===== src/rtl/div_pkg.sv =====
// Shared types and constants for the sequential 32/16 signed divider.
package div_pkg;
    localparam int DIV_W     = 16;
    localparam int CNT_W     = 5;
    localparam int DIV_STEPS = 16;
    localparam logic [DIV_W-1:0] Q_ERR = 16'h8000;

    typedef enum logic [1:0] {IDLE, RUN, FIX} state_t;
endpackage


===== src/rtl/seq_div32by16_if.sv =====
// Start/busy/done handshake and data bus of the divider.
interface seq_div32by16_if;
    import div_pkg::*;
    logic                 start;
    logic [2*DIV_W-1:0]   dividend;
    logic [DIV_W-1:0]     divisor;
    logic                 busy;
    logic                 done;
    logic [DIV_W-1:0]     quotient;
    logic [DIV_W-1:0]     remainder;
    logic                 ovf;
    logic                 dz;

    modport master (output start, dividend, divisor,
                    input  busy, done, quotient, remainder, ovf, dz);
    modport slave  (input  start, dividend, divisor,
                    output busy, done, quotient, remainder, ovf, dz);
endinterface


===== src/rtl/div_restore_step.sv =====
// One radix-2 restoring step: shift {R,Q} left, trial-subtract |divisor|, keep if non-negative.
module div_restore_step
    import div_pkg::*;
(
    input  logic [DIV_W:0]   r_i,
    input  logic [DIV_W-1:0] q_i,
    input  logic [DIV_W-1:0] d_i,
    output logic [DIV_W:0]   r_o,
    output logic [DIV_W-1:0] q_o
);
    logic [DIV_W:0]   r_sh;
    logic [DIV_W+1:0] t;

    // R stays below 2^16 in every meaningful run, so the dropped top bit is zero
    assign r_sh = {r_i[DIV_W-1:0], q_i[DIV_W-1]};
    assign t    = {1'b0, r_sh} - {2'b00, d_i};

    always_comb begin
        r_o = r_sh;
        q_o = {q_i[DIV_W-2:0], 1'b0};
        if (!t[DIV_W+1]) begin
            r_o    = t[DIV_W:0];
            q_o[0] = 1'b1;
        end
    end
endmodule


===== src/rtl/seq_div32by16.sv =====
// Sequential signed 32/16 divider: sign/magnitude front end, 16 restoring steps, sign fix-up.
module seq_div32by16
    import div_pkg::*;
(
    input  logic             clk,
    input  logic             rst_n,
    seq_div32by16_if.slave   bus
);
    state_t               state_q, state_d;
    logic [CNT_W-1:0]     cnt_q, cnt_d;
    logic [DIV_W:0]       r_q, r_d, r_nx;
    logic [DIV_W-1:0]     q_q, q_d, q_nx;
    logic [DIV_W-1:0]     dabs_q, dabs_d;
    logic                 sgnq_q, sgnq_d, sgnr_q, sgnr_d;
    logic                 dzp_q, dzp_d, ovfp_q, ovfp_d;
    logic [DIV_W-1:0]     quot_q, quot_d, rem_q, rem_d;
    logic                 ovf_q, ovf_d, dz_q, dz_d, done_q, done_d;
    logic [2*DIV_W-1:0]   dvd_abs;
    logic [DIV_W-1:0]     dvs_abs;
    logic                 ovf_final;

    assign dvd_abs = bus.dividend[2*DIV_W-1] ? (~bus.dividend + 32'd1) : bus.dividend;
    assign dvs_abs = bus.divisor[DIV_W-1]    ? (~bus.divisor  + 16'd1) : bus.divisor;

    div_restore_step u_step (
        .r_i (r_q),
        .q_i (q_q),
        .d_i (dabs_q),
        .r_o (r_nx),
        .q_o (q_nx)
    );

    // A negative quotient may reach magnitude 2^15, a positive one only 2^15-1
    assign ovf_final = ovfp_q | (!sgnq_q && q_q[DIV_W-1]) | (sgnq_q && (q_q > Q_ERR));

    always_comb begin
        state_d = state_q;
        cnt_d   = cnt_q;
        r_d     = r_q;
        q_d     = q_q;
        dabs_d  = dabs_q;
        sgnq_d  = sgnq_q;
        sgnr_d  = sgnr_q;
        dzp_d   = dzp_q;
        ovfp_d  = ovfp_q;
        quot_d  = quot_q;
        rem_d   = rem_q;
        ovf_d   = ovf_q;
        dz_d    = dz_q;
        done_d  = 1'b0;
        case (state_q)
            IDLE: if (bus.start) begin
                dabs_d  = dvs_abs;
                sgnq_d  = bus.dividend[2*DIV_W-1] ^ bus.divisor[DIV_W-1];
                sgnr_d  = bus.dividend[2*DIV_W-1];
                r_d     = {1'b0, dvd_abs[2*DIV_W-1:DIV_W]};
                q_d     = dvd_abs[DIV_W-1:0];
                cnt_d   = '0;
                dzp_d   = (bus.divisor == '0);
                ovfp_d  = (bus.divisor != '0) && (dvd_abs[2*DIV_W-1:DIV_W] >= dvs_abs);
                state_d = RUN;
            end
            RUN: begin
                r_d   = r_nx;
                q_d   = q_nx;
                cnt_d = cnt_q + 5'd1;
                if (cnt_q == CNT_W'(DIV_STEPS-1)) state_d = FIX;
            end
            FIX: begin
                done_d  = 1'b1;
                state_d = IDLE;
                if (dzp_q || ovf_final) begin
                    quot_d = Q_ERR;
                    rem_d  = '0;
                    dz_d   = dzp_q;
                    ovf_d  = !dzp_q;
                end else begin
                    quot_d = sgnq_q ? (~q_q + 16'd1) : q_q;
                    rem_d  = sgnr_q ? (~r_q[DIV_W-1:0] + 16'd1) : r_q[DIV_W-1:0];
                    dz_d   = 1'b0;
                    ovf_d  = 1'b0;
                end
            end
            default: state_d = IDLE;
        endcase
    end

    always_ff @(posedge clk or negedge rst_n) begin
        if (!rst_n) begin
            state_q <= IDLE;
            cnt_q   <= '0;
            r_q     <= '0;
            q_q     <= '0;
            dabs_q  <= '0;
            sgnq_q  <= 1'b0;
            sgnr_q  <= 1'b0;
            dzp_q   <= 1'b0;
            ovfp_q  <= 1'b0;
            quot_q  <= '0;
            rem_q   <= '0;
            ovf_q   <= 1'b0;
            dz_q    <= 1'b0;
            done_q  <= 1'b0;
        end else begin
            state_q <= state_d;
            cnt_q   <= cnt_d;
            r_q     <= r_d;
            q_q     <= q_d;
            dabs_q  <= dabs_d;
            sgnq_q  <= sgnq_d;
            sgnr_q  <= sgnr_d;
            dzp_q   <= dzp_d;
            ovfp_q  <= ovfp_d;
            quot_q  <= quot_d;
            rem_q   <= rem_d;
            ovf_q   <= ovf_d;
            dz_q    <= dz_d;
            done_q  <= done_d;
        end
    end

    assign bus.busy      = (state_q != IDLE);
    assign bus.done      = done_q;
    assign bus.quotient  = quot_q;
    assign bus.remainder = rem_q;
    assign bus.ovf       = ovf_q;
    assign bus.dz        = dz_q;
endmodule


===== src/flat_wrapper.sv =====
// flat-port wrapper written by rule: the top's interface ports become plain ports
module seq_div32by16_flat import div_pkg::*;
  (clk, rst_n, bus_start, bus_dividend, bus_divisor, bus_busy, bus_done, bus_quotient, bus_remainder, bus_ovf, bus_dz);
  seq_div32by16_if bus_i ();
  input  logic clk;
  input  logic rst_n;
  input wire logic [$bits(bus_i.start)-1:0] bus_start;
  input wire logic [$bits(bus_i.dividend)-1:0] bus_dividend;
  input wire logic [$bits(bus_i.divisor)-1:0] bus_divisor;
  output wire logic [$bits(bus_i.busy)-1:0] bus_busy;
  output wire logic [$bits(bus_i.done)-1:0] bus_done;
  output wire logic [$bits(bus_i.quotient)-1:0] bus_quotient;
  output wire logic [$bits(bus_i.remainder)-1:0] bus_remainder;
  output wire logic [$bits(bus_i.ovf)-1:0] bus_ovf;
  output wire logic [$bits(bus_i.dz)-1:0] bus_dz;
  assign bus_i.start = bus_start;
  assign bus_i.dividend = bus_dividend;
  assign bus_i.divisor = bus_divisor;
  assign bus_busy = bus_i.busy;
  assign bus_done = bus_i.done;
  assign bus_quotient = bus_i.quotient;
  assign bus_remainder = bus_i.remainder;
  assign bus_ovf = bus_i.ovf;
  assign bus_dz = bus_i.dz;
  seq_div32by16 u_core (.clk(clk), .rst_n(rst_n), .bus(bus_i));
endmodule

===== config.mk =====
export PLATFORM = sky130hd
export DESIGN_NAME = seq_div32by16_flat
export DESIGN_NICKNAME = d
export VERILOG_FILES = /design/src/rtl/div_pkg.sv /design/src/rtl/seq_div32by16_if.sv /design/src/rtl/div_restore_step.sv /design/src/rtl/seq_div32by16.sv /design/src/flat_wrapper.sv
export SDC_FILE = /design/constraint.sdc
export NUM_CORES = 1
export LEC_CHECK = 0
export CELL_PAD_IN_SITES_DETAIL_PLACEMENT = 1
export CELL_PAD_IN_SITES_GLOBAL_PLACEMENT = 1
export CORE_ASPECT_RATIO = 1.25
export CORE_MARGIN = 4
export CORE_UTILIZATION = 42
export CTS_CLUSTER_SIZE = 40
export DETAILED_ROUTE_END_ITERATION = 10
export GPL_TIMING_DRIVEN = 0
export PLACE_DENSITY_LB_ADDON = 0.1
export SYNTH_ARGS = -nofsm -noshare
export SYNTH_HDL_FRONTEND = slang
export SYNTH_SLANG_ARGS = --single-unit

===== constraint.sdc =====
create_clock -name clk -period 3.05 [get_ports clk]
set_clock_uncertainty 0.2 [all_clocks]
set_input_delay 0.4575 -clock clk [delete_from_list [all_inputs] [get_ports clk]]
set_output_delay 0.4575 -clock clk [all_outputs]
set_load 0.1 [all_outputs]

==> impl_metrics.ini, run 1 <==
[run_status]
status = finished with violations
violations = setup timing

[synthesis]
syn-num-nets = 827
yosysTopAreaCell = dfrtp_1
synth_warnings = 0
async_reset_ff_frac = 1.00
yosysUniqueCellTypes = 56
seq_area_frac_synth = 0.367
ys.flop_type = dfrtp_1
ys_ff_latch = 94
synth_area_leaders = dfrtp_1 (37%), o21ai_0 (7.8%), ha_1 (7.4%), xor2_1 (6.7%), nand2_1 (6.6%)
postSynthAreaPerCell_um2 = 8.70
synthCells = 737
synth_top_area_frac = 0.367
synth_area_um2 = 6410
synth_edf_count = 0

[power]
ir_drop_mv = 0.450
power.density_nw_per_um2 = 1070
p_leak_uw = 0.00347
power.total_uw = 8730

[detailed_routing]
detail_route.wl_per_cell_um = 19.5
drc_errors = 0
routed_wirelength_mm = 20.2
drtPass1Iterations = 4
drtIter0Drc = 329
vias = 6009
viasPerCell = 5.77
drtAntennaViolNets = 0

[worst_setup_path]
cp_common_cell = a21o_1
worstPathRequired_ns = 3.05
crit_arrival_ns = 3.36
path_class = in -> reg
cp_max_fo = 5
slowest_stage = or4_4
critical-path-top-delay-family = compound AO/OA/AOI/OAI gates
worstPathCellList = dlygate4sd2_1, or4_4, nor3_4, nand4_1, o31ai_4, xnor2_2, ha_1, a21o_1, a21o_1, a21oi_2, a21oi_1, a22oi_1, a41oi_1
max_stage_delay_ns = 0.48
start_kind = input pin
cp-end-kind = register
path_buf_inv = 1

[placed_design]
io_buffer_count = 85
place_area_um2 = 7510
gp_congestion = 0.856
dp.cells = 1005
dp_hpwl_mm = 15.9

[clock_network]
cts_sinks = 94
path_clk_slew_ns = 0.07
numCtsBuffers = 9
cts-root-buf = clkbuf_16
clock_path_buffers = 2
cts_tree = yes
htreeDepth = 3
clock_latency_ns = 0.35

[timing]
max_freq_ghz = 0.298
setup_viol = 1
slew_headroom = 0.346
final.period_utilization = 1.10
period_needed_ns = 3.35
fin_setup_tns_ns = -0.305
rsz0062_at_grt = yes
hold_viol_final = 0
setup_slack_ns = -0.305
tightestPinTransition_ns = 0.979
final_max_slew_viol_count = 0

[finish]
n_antenna_cell = 0
synthToLayoutAreaGrowth_pct = 27.5
design_area_um2 = 8170
drive_gt1_frac = 0.0990
fin_cells = 1041
most-common-layout-cells = nand2_1 (112), o21ai_0 (98), dfrtp_1 (93)
nNetsFinal = 944
final_common_cell = nand2_1

[floorplan]
dieArea_um2 = 17300
initial_core_util = 0.429
die_h_um = 146
chipWidth_um = 118
ios = 87
core_um2 = 15000
row_count = 50

[grt]
grt_max_degree = 62
grt_pass1_vias = 6427
grt_pass1_wl_mm = 33.2
grt_usage = 0.236
overflow = 0
antenna_found_initial = 0

[run]
cap_viol_max_count = 0

[hold_path]
hold_class = in -> reg
## area by class of cell
class | instances | area [um^2]
buffer | 33 | 136
clock buffer | 10 | 239
clock inverter | 6 | 116
fill | 1780 | 6780
inverter | 28 | 105
multi-input combinational | 580 | 3970
sequential | 94 | 2350
tap | 182 | 228
timing repair buffer | 108 | 1020
## where the power goes
part	internal (uW)	switching (uW)	leakage, uW	total [uW]
clock network	831	488	0.000174	1320
logic	1980	3070	0.00210	5060
registers	1740	617	0.00120	2360
total	4560	4180	0.00347	8730
## synth_stat cells, types with 2 or more instances
cell	instances
nand2_1	112
o21ai_0	100
dfrtp_1	94
xor2_1	49
ha_1	38
xnor2_1	32
clkbuf_1	31
inv_1	28
a22oi_1	23
nor2_1	22
o31ai_1	21
a21oi_1	19
nand3_1	15
nand2b_1	12
nor2b_1	11
o41ai_1	11
or4_1	10
a21o_1	9
nor3_1	9
o211ai_1	7
o21ai_1	7
or3_1	7
mux2i_1	6
nand4_1	5
o22ai_1	5
a211oi_1	4
and3_1	4
or2_2	4
o21a_1	3
a211o_1	2
a21boi_0	2
a221o_1	2
a221oi_1	2
a222oi_1	2
a22o_1	2
and2_1	2
buf_2	2
nor4b_1	2
o22a_1	2
o31a_1	2
o31ai_2	2
## worst paths after layout
path | from | endpoint | slack [ns] | cells past startpoint
max | bus_dividend[21] | u_core.ovfp_q | -0.30 | 13
min | bus_dividend[10] | u_core.q_q[10] | 0.22 | 3
max reg2reg | u_core.r_q[11] | u_core.r_q[14] | 0.10 | 10
min reg2reg | u_core.bus.remainder[8] | u_core.bus.remainder[8] | 0.28 | 2
max in group asynchronous | rst_n | u_core.r_q[5] | 1.60 | 3
min in group asynchronous | rst_n | u_core.bus.remainder[13] | 0.40 | 2
## registers in the layout (all words and copies together), names as in the netlist, 2 cells and up
| signal | cells |
|---|---|
| u_core.cnt_q | 5 |
| u_core.bus.remainder | 16 |
| u_core.bus.quotient | 16 |
| u_core.dabs_q | 16 |
| u_core.r_q | 16 |
| u_core.state_q | 2 |
| u_core.q_q | 16 |
## kinds of logic after synthesis
| family | synth area share |
|---|---|
| mux | 0.0111 |
| fa+ha+maj | 0.0773 |
| buf+inv | 0.0385 |
| xor+xnor | 0.111 |
| compound gates | 0.229 |
| flops | 0.367 |
| simple gates | 0.166 |
## worst register-to-register path: cells and delay by family, from the launching register on
family                   cells  cell delay, ns
AND/OR/NAND/NOR              4            0.68
AO/OA/AOI/OAI                3            0.64
adder cells (fa/ha/maj)      1            0.44
buffers and inverters        2            0.38
flip-flops                   1            0.49
## layer usage
layer / vias to the layer above / share of wire / global-route usage
li1: 2887 / - / -
met1: 2942 / 0.45 / 0.305
met2: 144 / 0.50 / 0.408
met5: - / 0 / 0
met3: 36 / 0.031 / 0.0225
met4: 0 / 0.025 / 0.0933
## metrics by stage
| step | hold WS (ns) | util | worst slack, ns |
|---|---|---|---|
| after floorplan | -0.0381 | - | -0.251 |
| after global placement | 0.260 | 0.501 | -2.21 |
| after detailed placement | 0.237 | 0.502 | -1.35 |
| after CTS | 0.205 | 0.539 | -0.309 |
| after global routing | 0.249 | 0.546 | -0.436 |
| final | 0.216 | 0.546 | -0.305 |
## repair_timing
action	4_1_cts	5_1_grt
endpoints found under the setup margin	19	10
pin swaps	19	22
buffers inserted	13	8
gates resized for setup	54	42
hold buffers	1	0
hold endpoints to repair	33	0
No activity file was read; power rests on OpenSTA's default activity.
==> run 2, diff against run 1 <==
- GPL_TIMING_DRIVEN: 0 -> not set
==> run 2 against run 1 <==
Compared with the run above: via count rose by 3.4%; fmax is 3.7% higher; sequential share of layout area fell by 1.3 points; register-to-register slack better by 0.14 ns; the run still ends with setup timing left; largest power group unchanged; global-route usage down 1.1 points; flip-flop and latch count is the same; worst setup slack better by 0.12 ns; largest cell class unchanged; critical path type unchanged; combinational power is 1% lower; non-clock buffer count up 63; utilization is 2.5 points higher; clock power shrank 14%; worst hold slack better by 0.063 ns.
==> impl_metrics.ini, run 2 (synthesis results as in run 1) <==
[run_status]
status = finished with violations
violations = setup timing

[finish]
final_common_cell = buf_4
drive_gt1_frac = 0.227
n_antenna_cell = 0
fin_cells = 1103
nNetsFinal = 1007
most-common-layout-cells = buf_4 (154), nand2_1 (112), o21ai_0 (99)
synthToLayoutAreaGrowth_pct = 33.3

[timing]
whs_ns = 0.279
period_needed_ns = 3.23
final.period_utilization = 1.06
tightestPinTransition_ns = 0.737
rsz0062_at_grt = yes
fin_setup_tns_ns = -0.185
setup_viol = 1
final_max_slew_viol_count = 0
setup_slack_ns = -0.185
hold_viol_final = 0
max_freq_ghz = 0.309
slew_headroom = 0.509

[placed_design]
io_buffer_count = 86
dp.cells = 1079
dp_hpwl_mm = 15.6
gp_congestion = 0.858

[clock_network]
cts_tree = yes
clock_latency_ns = 0.34
htreeDepth = 3
numCtsBuffers = 9
cts_sinks = 94
clock_path_buffers = 2
cts-root-buf = clkbuf_16
path_clk_slew_ns = 0.06

[floorplan]
chipWidth_um = 118
ios = 87
core_um2 = 15000
dieArea_um2 = 17300
row_count = 50
die_h_um = 146
initial_core_util = 0.429

[hold_path]
hold_class = reg -> reg
worstHoldStart = u_core.bus.remainder[10]
hold_path_end = u_core.bus.remainder[10]
min_path_cells = 2

[worst_setup_path]
r2r_start = u_core.dabs_q[1]
r2r_slack_ns = 0.24
crit_arrival_ns = 3.24
start_kind = input pin
reg2reg_to = u_core.r_q[13]
cp_max_fo = 2
cp-end-kind = register
worstPathRequired_ns = 3.05
rr_worst_depth = 9
path_class = in -> reg

[power]
ir_drop_mv = 0.382
power.total_uw = 8460
p_leak_uw = 0.00388
power.density_nw_per_um2 = 991

[run]
cap_viol_max_count = 0

[grt]
antenna_found_initial = 0
grt_usage = 0.225
grt_pass1_vias = 6494
grt_pass1_wl_mm = 32.7
overflow = 0
grt_max_degree = 38

[detailed_routing]
drtAntennaViolNets = 0
drc_errors = 0
detail_route.wl_per_cell_um = 17.7
drtPass1Iterations = 5
viasPerCell = 5.63
drtIter0Drc = 395
vias = 6212
routed_wirelength_mm = 19.5
## run 2: changes by cell type in the layout (fill, tap and decap cells not counted), moves of 4 or more
cell / before / now
clkbuf_2: 7 / 2
clkbuf_1: 29 / 0
clkdlybuf4s50_1: 63 / 33
buf_4: 22 / 154
dlymetal6s2s_1: 4 / 0
ha_1: 34 / 38
## run 2: through the flow
| stage | setup WS (ns) | util | cell area, um^2 |
|---|---|---|---|
| after floorplan | -0.251 | - | 6410 |
| after global placement | -0.858 | 0.541 | 8080 |
| after detailed placement | -1.10 | 0.541 | 8080 |
| after CTS | -0.168 | 0.566 | 8460 |
| after global routing | -0.307 | 0.571 | 8540 |
| final | -0.185 | 0.571 | 8540 |
## run 2: power by group
group	switching (uW)	total (uW)	internal, uW	leakage (uW)
clock	478	1130	655	0.000149
sequential	603	2340	1740	0.00120
combinational	2960	4990	2030	0.00253
total	4050	8460	4420	0.00388
## run 2: cell type report
cell class / instances / area [um^2]
Clock buffer: 10 / 239
Tap cell: 182 / 228
Inverter: 28 / 105
Timing Repair Buffer: 204 / 1620
Fill cell: 1783 / 6410
Multi-Input combinational cell: 580 / 3940
Sequential cell: 94 / 2350
Clock inverter: 5 / 57.6
## run 2: timing repair
| action | 4_1_cts | 5_1_grt |
|---|---|---|
| pin swaps | 19 | 21 |
| gates resized for setup | 51 | 20 |
| hold buffers | 1 | 0 |
| hold endpoints to repair | 35 | 0 |
| buffers inserted | 5 | 3 |
| setup endpoints to repair | 1 | 3 |
## run 2: worst max path at each step
| stage | endpoint | start | cells after the start | slack [ns] |
|---|---|---|---|---|
| 3_5_place_dp | u_core.ovfp_q | bus_divisor[3] | 13 | -1.10 |
| 4_1_cts | u_core.ovfp_q | bus_divisor[6] | 13 | -0.17 |
| 6_report | u_core.ovfp_q | bus_divisor[1] | 12 | -0.18 |
| 3_3_place_gp | u_core.ovfp_q | bus_divisor[3] | 13 | -0.86 |
| 5_1_grt | u_core.ovfp_q | bus_dividend[3] | 14 | -0.31 |
| 2_1_floorplan | u_core.ovfp_q | bus_dividend[10] | 13 | -0.25 |
## run 2: worst max-delay path: stages
cell and delay [ns]:
clkdlybuf4s50_1 0.41, or3_1 0.44, nand2b_1 0.23, o41ai_4 0.27, xor2_1 0.24, ha_1 0.29, a21o_1 0.19, a21o_1 0.18
a21oi_2 0.17, a21oi_2 0.08, a22oi_2 0.21, a41oi_2 0.05
## run 2: routing by layer
| metal | vias up | wire length [um] | track usage |
|---|---|---|---|
| li1 | 3022 | - | - |
| met1 | 3021 | 8820 | 0.306 |
| met2 | 152 | 9640 | 0.385 |
| met3 | 17 | 769 | 0.0221 |
| met4 | 0 | 254 | 0.0620 |
| met5 | - | 0 | 0 |
==> run 3, diff against run 2 <==
- GPL_TIMING_DRIVEN: not set -> 0
- HOLD_SLACK_MARGIN: not set -> 0.15
==> results of run 3 <==
The final DEF is identical to that of run 1; final timing and power are the same.
